[src/rtl/vend_if.sv]
// Vending controller customer/machine interface.
// Groups the front-panel pulses (coin insertion, product selection, cancel,
// tray acknowledge) and the machine's registered status outputs.
//   master : customer side (drives pulses, observes indicators)
//   slave  : controller side (vend_ctrl)
// Money values are in half-yuan units, SUM_W bits wide.
interface vend_if #(
    parameter int unsigned N_ITEMS = 4,
    parameter int unsigned SUM_W   = 6
);
    localparam int unsigned SEL_W = (N_ITEMS > 1) ? $clog2(N_ITEMS) : 1;

    // customer -> controller
    logic               insert;
    logic [1:0]         coin_val;
    logic [SEL_W-1:0]   sel;
    logic               buy;
    logic               cancel;
    logic               take_ack;

    // controller -> customer
    logic               hold_ind;
    logic [N_ITEMS-1:0] avail;
    logic               drinktk_ind;
    logic [SEL_W-1:0]   item_out;
    logic               charge_ind;
    logic [SUM_W-1:0]   coin_sum;
    logic               coin_reject;
    logic               buy_err;

    modport master (
        output insert, coin_val, sel, buy, cancel, take_ack,
        input  hold_ind, avail, drinktk_ind, item_out, charge_ind,
               coin_sum, coin_reject, buy_err
    );

    modport slave (
        input  insert, coin_val, sel, buy, cancel, take_ack,
        output hold_ind, avail, drinktk_ind, item_out, charge_ind,
               coin_sum, coin_reject, buy_err
    );
endinterface

[src/rtl/vend_ctrl.sv]
// Vending machine controller.
// Collects coins into a credit, vends a selected product when the credit
// covers its price, then returns any remaining change. An idle timeout while
// collecting refunds the credit automatically.
// Ports:
//   clk  : single clock, rising edge
//   rst  : asynchronous active-high reset
//   bus  : vend_if.slave -- insert/coin_val/sel/buy/cancel/take_ack in;
//          hold_ind/avail/drinktk_ind/item_out/charge_ind/coin_sum/
//          coin_reject/buy_err out. All outputs are registered.
// Money is in half-yuan units (value = yuan*2).
module vend_ctrl #(
    parameter int unsigned               N_ITEMS   = 4,
    parameter int unsigned               SUM_W     = 6,
    parameter int unsigned               SUM_MAX   = 40,
    parameter logic [N_ITEMS*SUM_W-1:0]  PRICES    = {6'd20, 6'd10, 6'd5, 6'd3},
    parameter logic [4*SUM_W-1:0]        COIN_VALS = {6'd20, 6'd10, 6'd2, 6'd1},
    parameter int unsigned               TIMEOUT   = 1000
) (
    input  logic  clk,
    input  logic  rst,
    vend_if.slave bus
);
    localparam int unsigned SEL_W = (N_ITEMS > 1) ? $clog2(N_ITEMS) : 1;
    localparam int unsigned TO_W  = $clog2(TIMEOUT + 1);

    typedef enum logic [1:0] {
        S_IDLE,
        S_COLLECT,
        S_VEND,
        S_CHANGE
    } state_t;

    state_t             state_q, state_d;
    logic [SUM_W-1:0]   sum_q,   sum_d;
    logic [SEL_W-1:0]   item_q,  item_d;
    logic [TO_W-1:0]    cnt_q,   cnt_d;
    logic [N_ITEMS-1:0] avail_q, avail_d;
    logic               rej_q,   rej_d;
    logic               berr_q,  berr_d;
    logic               hold_q, drink_q, charge_q;

    logic [SUM_W-1:0]   coin_value;
    logic [SUM_W-1:0]   price;
    logic               sel_ok;
    logic [SUM_W:0]     sum_ext;
    logic               coin_fits;

    // Table lookups. sel_ok guards against indices beyond N_ITEMS when
    // N_ITEMS is not a power of two.
    always_comb begin
        coin_value = '0;
        for (int unsigned i = 0; i < 4; i++) begin
            if (bus.coin_val == 2'(i))
                coin_value = COIN_VALS[i*SUM_W +: SUM_W];
        end

        price  = '0;
        sel_ok = 1'b0;
        for (int unsigned i = 0; i < N_ITEMS; i++) begin
            if (bus.sel == SEL_W'(i)) begin
                price  = PRICES[i*SUM_W +: SUM_W];
                sel_ok = 1'b1;
            end
        end

        // One extra bit so the cap comparison never sees a wrapped sum.
        sum_ext   = {1'b0, sum_q} + {1'b0, coin_value};
        coin_fits = (sum_ext <= (SUM_W+1)'(SUM_MAX));
    end

    // Next-state and next-output logic. Outputs are computed from the next
    // state so that registering them keeps them aligned with state_q.
    always_comb begin
        state_d = state_q;
        sum_d   = sum_q;
        item_d  = item_q;
        cnt_d   = cnt_q;
        rej_d   = 1'b0;
        berr_d  = 1'b0;

        unique case (state_q)
            S_IDLE: begin
                if (bus.insert) begin
                    sum_d   = coin_value;
                    cnt_d   = '0;
                    state_d = S_COLLECT;
                end
                berr_d = bus.buy;
            end

            S_COLLECT: begin
                // cancel > buy > insert; a coin that loses arbitration is returned.
                if (bus.cancel) begin
                    state_d = S_CHANGE;
                    rej_d   = bus.insert;
                end else if (bus.buy) begin
                    cnt_d = '0;
                    rej_d = bus.insert;
                    if (sel_ok && (price <= sum_q)) begin
                        sum_d   = sum_q - price;
                        item_d  = bus.sel;
                        state_d = S_VEND;
                    end else begin
                        berr_d = 1'b1;
                    end
                end else if (bus.insert) begin
                    cnt_d = '0;
                    if (coin_fits)
                        sum_d = sum_ext[SUM_W-1:0];
                    else
                        rej_d = 1'b1;
                end else if (cnt_q == TO_W'(TIMEOUT - 1)) begin
                    state_d = S_CHANGE;
                end else begin
                    cnt_d = cnt_q + 1'b1;
                end
            end

            S_VEND: begin
                rej_d  = bus.insert;
                berr_d = bus.buy;
                if (bus.take_ack)
                    state_d = (sum_q != '0) ? S_CHANGE : S_IDLE;
            end

            S_CHANGE: begin
                rej_d  = bus.insert;
                berr_d = bus.buy;
                if (bus.take_ack) begin
                    sum_d   = '0;
                    state_d = S_IDLE;
                end
            end

            default: state_d = S_IDLE;
        endcase

        for (int unsigned i = 0; i < N_ITEMS; i++)
            avail_d[i] = (state_d == S_COLLECT) && (sum_d >= PRICES[i*SUM_W +: SUM_W]);
    end

    always_ff @(posedge clk or posedge rst) begin
        if (rst) begin
            state_q  <= S_IDLE;
            sum_q    <= '0;
            item_q   <= '0;
            cnt_q    <= '0;
            avail_q  <= '0;
            rej_q    <= 1'b0;
            berr_q   <= 1'b0;
            hold_q   <= 1'b0;
            drink_q  <= 1'b0;
            charge_q <= 1'b0;
        end else begin
            state_q  <= state_d;
            sum_q    <= sum_d;
            item_q   <= item_d;
            cnt_q    <= cnt_d;
            avail_q  <= avail_d;
            rej_q    <= rej_d;
            berr_q   <= berr_d;
            hold_q   <= (state_d != S_IDLE);
            drink_q  <= (state_d == S_VEND);
            charge_q <= (state_d == S_CHANGE);
        end
    end

    assign bus.hold_ind    = hold_q;
    assign bus.avail       = avail_q;
    assign bus.drinktk_ind = drink_q;
    assign bus.item_out    = item_q;
    assign bus.charge_ind  = charge_q;
    assign bus.coin_sum    = sum_q;
    assign bus.coin_reject = rej_q;
    assign bus.buy_err     = berr_q;

endmodule

[src/flat_wrapper.sv]
// flat-port wrapper written by rule: the top's interface ports become plain ports
module vend_ctrl_flat 
#(
    parameter int unsigned               N_ITEMS   = 4,
    parameter int unsigned               SUM_W     = 6,
    parameter int unsigned               SUM_MAX   = 40,
    parameter logic [N_ITEMS*SUM_W-1:0]  PRICES    = {6'd20, 6'd10, 6'd5, 6'd3},
    parameter logic [4*SUM_W-1:0]        COIN_VALS = {6'd20, 6'd10, 6'd2, 6'd1},
    parameter int unsigned               TIMEOUT   = 1000
)
  (clk, rst, bus_insert, bus_coin_val, bus_sel, bus_buy, bus_cancel, bus_take_ack, bus_hold_ind, bus_avail, bus_drinktk_ind, bus_item_out, bus_charge_ind, bus_coin_sum, bus_coin_reject, bus_buy_err);
  vend_if #(.N_ITEMS(N_ITEMS), .SUM_W(SUM_W)) bus_i ();
  input  logic clk;
  input  logic rst;
  input wire logic [$bits(bus_i.insert)-1:0] bus_insert;
  input wire logic [$bits(bus_i.coin_val)-1:0] bus_coin_val;
  input wire logic [$bits(bus_i.sel)-1:0] bus_sel;
  input wire logic [$bits(bus_i.buy)-1:0] bus_buy;
  input wire logic [$bits(bus_i.cancel)-1:0] bus_cancel;
  input wire logic [$bits(bus_i.take_ack)-1:0] bus_take_ack;
  output wire logic [$bits(bus_i.hold_ind)-1:0] bus_hold_ind;
  output wire logic [$bits(bus_i.avail)-1:0] bus_avail;
  output wire logic [$bits(bus_i.drinktk_ind)-1:0] bus_drinktk_ind;
  output wire logic [$bits(bus_i.item_out)-1:0] bus_item_out;
  output wire logic [$bits(bus_i.charge_ind)-1:0] bus_charge_ind;
  output wire logic [$bits(bus_i.coin_sum)-1:0] bus_coin_sum;
  output wire logic [$bits(bus_i.coin_reject)-1:0] bus_coin_reject;
  output wire logic [$bits(bus_i.buy_err)-1:0] bus_buy_err;
  assign bus_i.insert = bus_insert;
  assign bus_i.coin_val = bus_coin_val;
  assign bus_i.sel = bus_sel;
  assign bus_i.buy = bus_buy;
  assign bus_i.cancel = bus_cancel;
  assign bus_i.take_ack = bus_take_ack;
  assign bus_hold_ind = bus_i.hold_ind;
  assign bus_avail = bus_i.avail;
  assign bus_drinktk_ind = bus_i.drinktk_ind;
  assign bus_item_out = bus_i.item_out;
  assign bus_charge_ind = bus_i.charge_ind;
  assign bus_coin_sum = bus_i.coin_sum;
  assign bus_coin_reject = bus_i.coin_reject;
  assign bus_buy_err = bus_i.buy_err;
  vend_ctrl #(.N_ITEMS(N_ITEMS), .SUM_W(SUM_W), .SUM_MAX(SUM_MAX), .PRICES(PRICES), .COIN_VALS(COIN_VALS), .TIMEOUT(TIMEOUT)) u_core (.clk(clk), .rst(rst), .bus(bus_i));
endmodule
[config.mk]
export PLATFORM = sky130hd
export DESIGN_NAME = vend_ctrl_flat
export DESIGN_NICKNAME = d
export VERILOG_FILES = /design/src/rtl/vend_if.sv /design/src/rtl/vend_ctrl.sv /design/src/flat_wrapper.sv
export SDC_FILE = /design/constraint.sdc
export NUM_CORES = 1
export LEC_CHECK = 0
export BUFFER_PORTS_ARGS = -buffer_cell sky130_fd_sc_hd__clkbuf_2
export CORE_MARGIN = 1
export CORE_UTILIZATION = 35
export CTS_CLUSTER_SIZE = 28
export DETAILED_ROUTE_END_ITERATION = 12
export GPL_TIMING_DRIVEN = 0
export MAX_ROUTING_LAYER = met4
export PLACE_DENSITY = 0.56
export SYNTH_ARGS = -nofsm -noshare
export SYNTH_HDL_FRONTEND = slang
export SYNTH_SLANG_ARGS = --single-unit
[constraint.sdc]
create_clock -name clk -period 6.72 [get_ports clk]
set_input_delay 0.336 -clock clk [delete_from_list [all_inputs] [get_ports clk]]
set_output_delay 0.336 -clock clk [all_outputs]
set_load 0.02 [all_outputs]
==> results.py, run 1 <==
metrics = {
    "floorplanning": {
        "initial_core_util_pct": 37.3,
        "core_um2": 6490,
        "num_io_pins": 27,
        "die_y_um": 85.2,
        "die_w_um": 85.2,
        "rows": 29,
        "dieArea_um2": 7250,
    },
    "worst_setup_path": {
        "end_kind": "flop",
        "slowest_delay_ns": 0.49,
        "crit_fanout": 7,
        "slowest_stage": "dfrtp_1",
        "critPathKind": "reg2reg",
        "startpoint_type": "flop",
        "cp_common_cell": "a211oi_1",
        "worst_ep_arrival_time_ns": 3.57,
        "required_ns": 6.88,
        "crit_chain": "ha_1 > inv_1 > fa_1 > nor3b_1 > a211oi_1 > o21ai_1 > a211oi_1 > a211o_1 > a31o_2 > o21ba_2 > and2_1 > a21oi_1",
    },
    "clocking": {
        "cts.clk_slew.worst_paths_ns": 0.06,
        "cts_htree_levels": 2,
        "cts_tree": "done",
        "clk_latency_ns": 0.28,
        "cts_sinks": 29,
        "hold_buffers": 0,
        "cts_made_buffers": 5,
        "cts-root-buf": "clkbuf_8",
        "cts_resized": 0,
        "post-cts-setup-buffer-count": 0,
        "cts_buffer_depth": 2,
    },
    "run": {
        "drv_cap": 0,
    },
    "sta": {
        "fin_crit_sh_pct": 50.7,
        "setup_tns_ns": 0,
        "rsz0062_at_grt": "no",
        "layout_min_cycle_time_ns": 3.41,
        "drv_slew": 0,
        "hold_slack_ns": 0.306,
        "skew_ns": 0.00290,
        "slew_headroom_pct": 26.9,
        "max_freq_mhz": 293,
        "setup_viol": 0,
        "finalHoldViolCount": 0,
        "worstMarginPinSlew_ns": 1.09,
    },
    "layout": {
        "final_cell_area_um2": 2730,
        "diodes": 0,
        "drive_above_1_share_pct": 14.7,
        "area.growth.synth_to_final_pct": 12.7,
        "num-fill-cells": 663,
        "multi_input_area_um2": 1570,
        "fin_nets": 357,
        "register_area_um2": 726,
    },
    "synthesis": {
        "synthTopCellsByArea": "dfrtp_1 30%, ha_1 6.7%, a21oi_1 5.6%",
        "synth_top_family_by_area": "compound AO/OA/AOI/OAI gates",
        "synth.most_common_cell": "nand2_1",
        "yosysTopAreaCell": "dfrtp_1",
        "synth-adder-area-share_pct": 8.38,
        "synth-seq-cells": 29,
        "synth_area_um2": 2420,
        "synth_warnings": 0,
        "synthSimpleGateAreaFrac_pct": 22.6,
        "ys_seq_area_share_pct": 30.0,
        "synth-compound-area-share_pct": 26.3,
        "synth_edf_count": 0,
        "yosysUniqueCellTypes": 56,
        "syn_inst": 299,
        "netlist_top_cells_count": "32 x nand2_1, 29 x dfrtp_1, 28 x nor2_1",
        "synthMuxAreaShare_pct": 1.34,
        "synth-xor-area-share_pct": 6.15,
        "synthFlopType": "dfrtp_1",
        "synth.top_cell.area_share_pct": 30.0,
        "async_flop_share_pct": 100,
        "synth_area_per_cell_um2": 8.09,
        "syn-num-nets": 324,
    },
    "drt": {
        "vias": 2287,
        "drc": 0,
        "drtAntennaViolNets": 0,
        "avgViaCountPerCell": 5.58,
        "drtIter0Drc": 171,
        "drtPass1Iterations": 4,
        "wirelength_um": 6300,
        "wl_per_cell_um": 15.4,
    },
    "grt": {
        "antenna_found_initial": 0,
        "grt_pass1_wl_um": 10500,
        "track_usage_pct": 19.1,
        "grt-ovfl-total": 0,
        "grt_max_degree": 30,
        "grt_pass1_vias": 2175,
    },
    "status": {
        "outcome": "finished, final reports clean",
    },
    "power": {
        "powerDensity_nw_per_um2": 430,
        "power_leakage_nw": 1.21,
        "ir_worst_vdd_mv": 0.152,
    },
    "place": {
        "gp_congestion": 0.879,
        "postPlaceCellArea_um2": 2650,
        "hpwlAfterDp_um": 4920,
        "io_buffers": 26,
    },
    "min_path": {
        "worst_hold_path_type": "in2async",
    },
}
critical path: cells and delay by family, from the launching register on:
kind,cells,cell delay [ns]
adder cells (fa/ha/maj),2,0.67
AO/OA/AOI/OAI,7,1.58
AND/OR/NAND/NOR,2,0.50
flip-flops,1,0.49
buffers and inverters,1,0.05
routing by layer:
layer  part of all wire [%]  track usage [%]
met1                     47             25.4
met2                     46             30.1
met3                    5.8             2.43
met4                    1.4             6.16
met5                      0                -
sequential cells by signal, summed over array words and instances (netlist names):
signal,count
u_core.bus.coin_reject,1
u_core.bus.charge_ind,1
u_core.cnt_q,10
u_core.bus.item_out,2
u_core.bus.avail,4
u_core.bus.hold_ind,1
u_core.bus.coin_sum,6
u_core.bus.buy_err,1
u_core.state_q,2
u_core.bus.drinktk_ind,1
through the flow:
step	std cells	total power, W	worst slack, ns	utilization [%]
after floorplan	299	0.000834	3.64	-
after global placement	402	0.00103	3.15	40.7
after detailed placement	402	0.00103	3.10	40.7
after CTS	410	0.00118	3.29	42.0
after global routing	410	0.00127	3.08	42.0
final	410	0.00117	3.31	42.0
cell families (layout without fill, tap and decap cells):
logic type                 Yosys count  in the layout
and+or+nand+nor                    110            110
AOI/OAI and AO/OA                   95             95
buffers and inverters               30             64
DFF                                 29             29
xor gates and xnor gates            17             17
adders and majority gates           15             15
muxes                                3              3
power by group:
group	internal, W	switching [W]	total (W)
clock	0.0000734	0.0000649	0.000138
combinational	0.000284	0.000479	0.000763
sequential	0.000224	0.0000473	0.000271
total	0.000581	0.000592	0.00117
layout make-up:
cell class / count / area share [%]
multi-input cells: 240 / 57.5
flip-flops and latches: 29 / 26.6
repair buffers: 26 / 4.77
well taps: 77 / 3.53
clock buffers: 8 / 2.94
inverters: 18 / 2.48
plain buffers: 12 / 2.11
layout by cell type (no fill, tap or decap), types with 2 or more instances in the layout:
| cell | n |
|---|---|
| a211o_1 | 2 |
| a211oi_1 | 5 |
| a21boi_0 | 2 |
| a21o_1 | 2 |
| a21oi_1 | 27 |
| a31o_2 | 3 |
| a31oi_1 | 4 |
| and2_1 | 4 |
| and3_1 | 5 |
| buf_2 | 4 |
| clkbuf_1 | 9 |
| clkbuf_2 | 26 |
| clkbuf_8 | 5 |
| dfrtp_1 | 29 |
| fa_1 | 2 |
| ha_1 | 13 |
| inv_1 | 18 |
| mux2_2 | 2 |
| nand2_1 | 32 |
| nand2b_1 | 5 |
| nand3_1 | 3 |
| nand3b_1 | 4 |
| nand4_1 | 4 |
| nor2_1 | 28 |
| nor2b_1 | 6 |
| nor3_1 | 7 |
| nor3b_1 | 2 |
| nor4_1 | 3 |
| o21a_1 | 3 |
| o21ai_0 | 24 |
| o22ai_1 | 3 |
| o2bb2ai_1 | 2 |
| o31ai_1 | 5 |
| xnor2_1 | 8 |
| xor2_1 | 9 |
path summary, 6_finish.rpt:
check                                  startpoint                endpoint  slack, ns  cells after the start
max                        u_core.bus.coin_sum[0]     u_core.bus.avail[1]       3.31                     12
min                                           rst  u_core.bus.coin_sum[1]       0.31                      2
max reg2reg                u_core.bus.coin_sum[0]     u_core.bus.avail[1]       3.31                     12
min reg2reg                u_core.bus.item_out[0]  u_core.bus.item_out[0]       0.49                      2
max in group asynchronous                     rst      u_core.bus.buy_err       5.76                      2
min in group clk                     bus_take_ack  u_core.bus.drinktk_ind       0.36                      2
Note: power is estimated with default switching activity, not from simulation.
==> run 2: changes to the inputs <==
ABC_AREA = 1   (was not set)
clock period = 3.2 ns   (was 6.72 ns; I/O delays follow)
==> results.py, run 2 <==
metrics = {
    "floorplanning": {
        "initial_core_util_pct": 36.2,
        "rows": 30,
        "dieArea_um2": 7370,
        "num_io_pins": 27,
        "core_um2": 6790,
        "die_w_um": 85.9,
        "die_y_um": 85.9,
    },
    "sta": {
        "skew_ns": 0.00471,
        "setup_tns_ns": 0,
        "finalHoldViolCount": 0,
        "rsz0062_at_grt": "no",
        "drv_slew": 0,
        "fin_crit_sh_pct": 92.3,
        "slew_headroom_pct": 26.1,
        "timing.final.ws_setup_ns": 0.246,
        "setup_viol": 0,
        "worstMarginPinSlew_ns": 1.11,
        "layout_min_cycle_time_ns": 2.95,
        "max_freq_mhz": 339,
        "hold_slack_ns": 0.140,
    },
    "layout": {
        "drive_above_1_share_pct": 17.8,
        "fin_nets": 414,
        "area.growth.synth_to_final_pct": 13.2,
        "mostFrequentLayoutCells": "91 x nand2_1, 58 x inv_1, 33 x nor2_1",
        "largest_reg_flops": 10,
        "final_common_cell": "nand2_1",
        "largest_register": "u_core.cnt_q",
        "diodes": 0,
        "num-fill-cells": 715,
        "fin_cells": 484,
        "fin_util_pct": 41.0,
    },
    "drt": {
        "drtPass1Iterations": 4,
        "drtIter0Drc": 102,
        "wl_per_cell_um": 12.7,
        "wirelength_um": 6140,
        "drc": 0,
        "drtAntennaViolNets": 0,
        "avgViaCountPerCell": 4.91,
        "vias": 2377,
    },
    "synthesis": {
        "synth_warnings": 0,
        "async_flop_share_pct": 100,
        "synthFlopType": "dfrtp_1",
        "yosysTopAreaCell": "dfrtp_1",
        "synthTopCellsByArea": "dfrtp_1 29%, nand2_1 14%, inv_1 8.8%",
        "syn_inst": 356,
        "synth-seq-cells": 29,
        "netlist_top_cells_count": "91 x nand2_1, 58 x inv_1, 33 x nor2_1",
        "syn-num-nets": 381,
        "synth.most_common_cell": "nand2_1",
        "synth_edf_count": 0,
        "yosysUniqueCellTypes": 38,
        "synth.top_cell.area_share_pct": 29.5,
        "synth_area_per_cell_um2": 6.91,
        "ys_seq_area_share_pct": 29.5,
        "synth_area_um2": 2460,
    },
    "worst_setup_path": {
        "slowest_stage": "dfrtp_1",
        "crit_chain": "inv_1 > ha_1 > fa_1 > nor2_1 > o21ai_1 > nand3_1 > inv_2 > nand2_1 > o211ai_1 > a21oi_1 > nand2_2 > nand2_4 > clkinv_4 > nand2_4 > nor2_4 > nand2_2 > nand2_1 > nor2_1",
        "end_kind": "flop",
        "critPathKind": "reg2reg",
        "startpoint_type": "flop",
        "crit_fanout": 8,
        "worst_ep_arrival_time_ns": 3.16,
        "required_ns": 3.41,
        "slowest_delay_ns": 0.48,
    },
    "clocking": {
        "cts-root-buf": "clkbuf_8",
        "cts_buffer_depth": 2,
        "cts_htree_levels": 2,
        "cts_resized": 0,
        "cts.clk_slew.worst_paths_ns": 0.06,
        "clk_latency_ns": 0.28,
        "hold_buffers": 0,
        "cts_tree": "done",
        "cts_made_buffers": 5,
        "cts_sinks": 29,
        "post-cts-setup-buffer-count": 0,
    },
    "place": {
        "io_buffers": 26,
        "placed_cells": 478,
        "hpwlAfterDp_um": 4810,
        "dp_slack_ns": 0.302,
        "gp_congestion": 0.875,
    },
    "power": {
        "powerDensity_nw_per_um2": 928,
        "power_leakage_nw": 1.50,
        "ir_worst_vdd_mv": 0.499,
    },
    "grt": {
        "track_usage_pct": 17.8,
        "grt-ovfl-total": 0,
        "antenna_found_initial": 0,
        "grt_pass1_vias": 2171,
        "grt_pass1_wl_um": 10100,
        "grt_most_used_layer": "met2",
        "grt_util_met2_pct": 29.0,
        "grtUsageMet1_pct": 22.9,
        "grt_max_degree": 30,
        "met3_usage_pct": 2.21,
    },
    "min_path": {
        "worst_hold_path_type": "in2async",
    },
    "run": {
        "drv_cap": 0,
    },
    "status": {
        "outcome": "finished, final reports clean",
    },
}
-- run 2: changes by cell type in the layout (fill, tap and decap cells not counted), moves of 8 or more --
cell	previous run	this run
nand2_1	32	91
nand2_2	0	12
nand3_1	3	22
xor2_1	9	1
inv_1	18	58
a21oi_1	27	18
clkbuf_1	9	0
-- run 2: cells by family (layout without fill, tap and decap cells) --
kind of cell | count (synthesis) | in the layout | synth area share (%)
simple gates | 189 | 189 | 36.1
buf+inv | 67 | 99 | 11.2
flops | 29 | 29 | 29.5
xor+xnor | 3 | 3 | 1.07
fa+ha+maj | 15 | 15 | 8.24
compound gates | 53 | 53 | 13.8
-- run 2: per-layer routing --
layer	up-vias	part of all wire, %
li1	1206	-
met1	1104	47
met2	56	47
met3	11	4.4
met4	0	1.4
met5	-	0
-- run 2: cell type report --
type / instances / area [µm²] / share of cell area [%]
Clock inverter: 1 / 5.00 / 0.180
Buffer: 4 / 35.0 / 1.26
Clock buffer: 5 / 68.8 / 2.47
Tap cell: 96 / 120 / 4.31
Inverter: 63 / 241 / 8.67
Timing Repair Buffer: 26 / 130 / 4.67
Sequential cell: 29 / 726 / 26.1
Multi-Input combinational cell: 260 / 1460 / 52.4
-- run 2: worst paths after layout --
check	from	to	slack, ns	cells after the start
max	u_core.bus.coin_sum[0]	u_core.bus.avail[1]	0.25	18
min	rst	u_core.bus.charge_ind	0.14	2
max reg2reg	u_core.bus.coin_sum[0]	u_core.bus.avail[1]	0.25	18
min reg2reg	u_core.bus.item_out[1]	u_core.bus.item_out[1]	0.49	2
max in group asynchronous	rst	u_core.cnt_q[6]	2.39	2
min in group clk	bus_sel[1]	u_core.bus.item_out[1]	0.19	3
-- run 2: report_power, final --
part / switching, W / internal (W)
Sequential: 0.0000995 / 0.000479
Combinational: 0.00116 / 0.000574
Clock: 0.000129 / 0.000142
Total: 0.00139 / 0.00120
-- run 2: metrics by stage --
stage,area (µm²),total power (W)
2_1_floorplan,2460,0.00189
4_1_cts,2790,0.00260
6_report,2790,0.00259
5_1_grt,2790,0.00284
3_3_place_gp,2710,0.00230
3_5_place_dp,2710,0.00231
-- run 2: critical path: cells and delay by family (launching register included) --
kind | cells | cell delay, ns
buffers and inverters | 3 | 0.35
flip-flops | 1 | 0.48
adder cells (fa/ha/maj) | 2 | 0.68
AND/OR/NAND/NOR | 10 | 1.01
AO/OA/AOI/OAI | 3 | 0.38
==> run 3: changes to the inputs <==
GPL_TIMING_DRIVEN = 1   (was 0)
==> results.py, run 3 (synthesis results as in run 2) <==
metrics = {
    "drt": {
        "wl_per_cell_um": 13.0,
        "drtPass1Iterations": 4,
        "drtIter0Drc": 121,
        "avgViaCountPerCell": 4.83,
        "wirelength_um": 6310,
        "vias": 2347,
        "drc": 0,
        "drtAntennaViolNets": 0,
    },
    "clocking": {
        "cts.clk_slew.worst_paths_ns": 0.06,
        "cts_sinks": 29,
        "clk_latency_ns": 0.28,
        "cts_htree_levels": 2,
        "post-cts-setup-buffer-count": 0,
        "cts_made_buffers": 5,
        "cts_tree": "done",
        "cts-root-buf": "clkbuf_8",
        "cts_buffer_depth": 2,
    },
    "grt": {
        "grt_max_degree": 30,
        "antenna_found_initial": 0,
        "track_usage_pct": 18.5,
        "grt-ovfl-total": 0,
        "grt_pass1_vias": 2232,
        "grt_pass1_wl_um": 10300,
    },
    "min_path": {
        "worst_hold_path_type": "in2reg",
        "min_to": "u_core.bus.item_out[1]",
        "hp-start": "bus_sel[1]",
        "hold_depth": 3,
    },
    "floorplanning": {
        "num_io_pins": 27,
        "dieArea_um2": 7370,
        "initial_core_util_pct": 36.2,
        "die_w_um": 85.9,
        "die_y_um": 85.9,
        "rows": 30,
        "core_um2": 6790,
    },
    "worst_setup_path": {
        "crit_fanout": 8,
        "startpoint_type": "flop",
        "reg2reg_depth": 18,
        "required_ns": 3.41,
        "end_kind": "flop",
        "rrSetupSlack_ns": 0.25,
        "worst_ep_arrival_time_ns": 3.15,
        "r2r_end": "u_core.bus.avail[1]",
        "critPathKind": "reg2reg",
        "r2r-start": "u_core.bus.coin_sum[0]",
    },
    "layout": {
        "final_common_cell": "nand2_1",
        "fin_util_pct": 41.3,
        "largest_register": "u_core.cnt_q",
        "area.growth.synth_to_final_pct": 13.9,
        "multi_input_area_um2": 1460,
        "diodes": 0,
        "largest_reg_flops": 10,
        "mostFrequentLayoutCells": "91 x nand2_1, 58 x inv_1, 33 x nor2_1",
        "fin_nets": 415,
        "final_cell_area_um2": 2800,
        "drive_above_1_share_pct": 17.7,
        "register_area_um2": 726,
        "num-fill-cells": 738,
    },
    "run": {
        "drv_cap": 0,
    },
    "place": {
        "dp_slack_ns": 0.299,
        "hpwlAfterDp_um": 4970,
        "io_buffers": 26,
        "gp_congestion": 0.887,
        "postPlaceCellArea_um2": 2710,
    },
    "sta": {
        "setup_tns_ns": 0,
        "max_freq_mhz": 339,
        "skew_ns": 0.00629,
        "slew_headroom_pct": 56.9,
        "layout_min_cycle_time_ns": 2.95,
        "worstMarginPinSlew_ns": 0.644,
        "finalHoldViolCount": 0,
        "fin_crit_sh_pct": 92.1,
        "setup_viol": 0,
        "timing.final.ws_setup_ns": 0.253,
        "rsz0062_at_grt": "no",
        "drv_slew": 0,
    },
    "power": {
        "powerDensity_nw_per_um2": 941,
        "ir_worst_vdd_mv": 0.482,
        "power_leakage_nw": 1.50,
    },
    "status": {
        "outcome": "finished, final reports clean",
    },
}
run 3: changes by cell type in the layout (fill, tap and decap cells not counted), sizes merged:
cell,before,now
clkbuf,31,33
dlygate4sd3,0,1
clkinv,2,1
run 3: timing repair:
item | CTS | global route
hold buffers | 1 | 0
hold endpoints to repair | 29 | 0
resized for setup | 0 | 0
run 3: cell type report:
class,count,share of cell area [%]
Multi-Input combinational cell,260,52.1
Clock buffer,7,3.08
Sequential cell,29,25.9
Inverter,63,8.62
Timing Repair Buffer,31,6.07
Tap cell,96,4.29
run 3: worst max-delay path, stage by stage, from the launching register on:
cell and delay [ns]:
dfrtp_1 0.48, inv_1 0.17, ha_1 0.25, fa_1 0.42
nor2_1 0.15, o21ai_1 0.09, nand3_1 0.22, inv_2 0.13
nand2_1 0.11, o211ai_1 0.09, a21oi_1 0.20, nand2_2 0.09
nand2_4 0.09, clkinv_4 0.06, nand2_4 0.07, nor2_4 0.04
nand2_2 0.06, nand2_1 0.05, nor2_1 0.10
run 3: worst max path at each step:
stage                               end                    from  cells after the start  slack [ns]
global placement    u_core.bus.avail[1]  u_core.bus.coin_sum[0]                     18        0.25
detailed placement  u_core.bus.avail[2]  u_core.bus.coin_sum[0]                     14        0.30
global route        u_core.bus.avail[2]  u_core.bus.coin_sum[0]                     14        0.02
floorplan           u_core.bus.avail[1]  u_core.bus.coin_sum[0]                     18        0.62
CTS                 u_core.bus.avail[2]  u_core.bus.coin_sum[0]                     14        0.25
finish              u_core.bus.avail[1]  u_core.bus.coin_sum[0]                     18        0.25
run 3: through the flow:
stage	total power (W)	hold slack (ns)	std cells
2_1_floorplan	0.00189	0.238	356
3_3_place_gp	0.00234	0.229	478
3_5_place_dp	0.00234	0.241	478
4_1_cts	0.00266	0.195	486
5_1_grt	0.00289	0.236	486
6_report	0.00264	0.198	486
run 3: report_power, final:
group | switching (W) | internal (W)
combinational | 0.00118 | 0.000580
clock | 0.000132 | 0.000170
sequential | 0.0000983 | 0.000478
run 3: per-layer routing:
| layer | wire length (µm) | GRT usage, % |
|---|---|---|
| met4 | 161 | 8.64 |
| met3 | 249 | 2.41 |
| met5 | 0 | - |
| met2 | 3000 | 29.7 |
| met1 | 2900 | 23.1 |
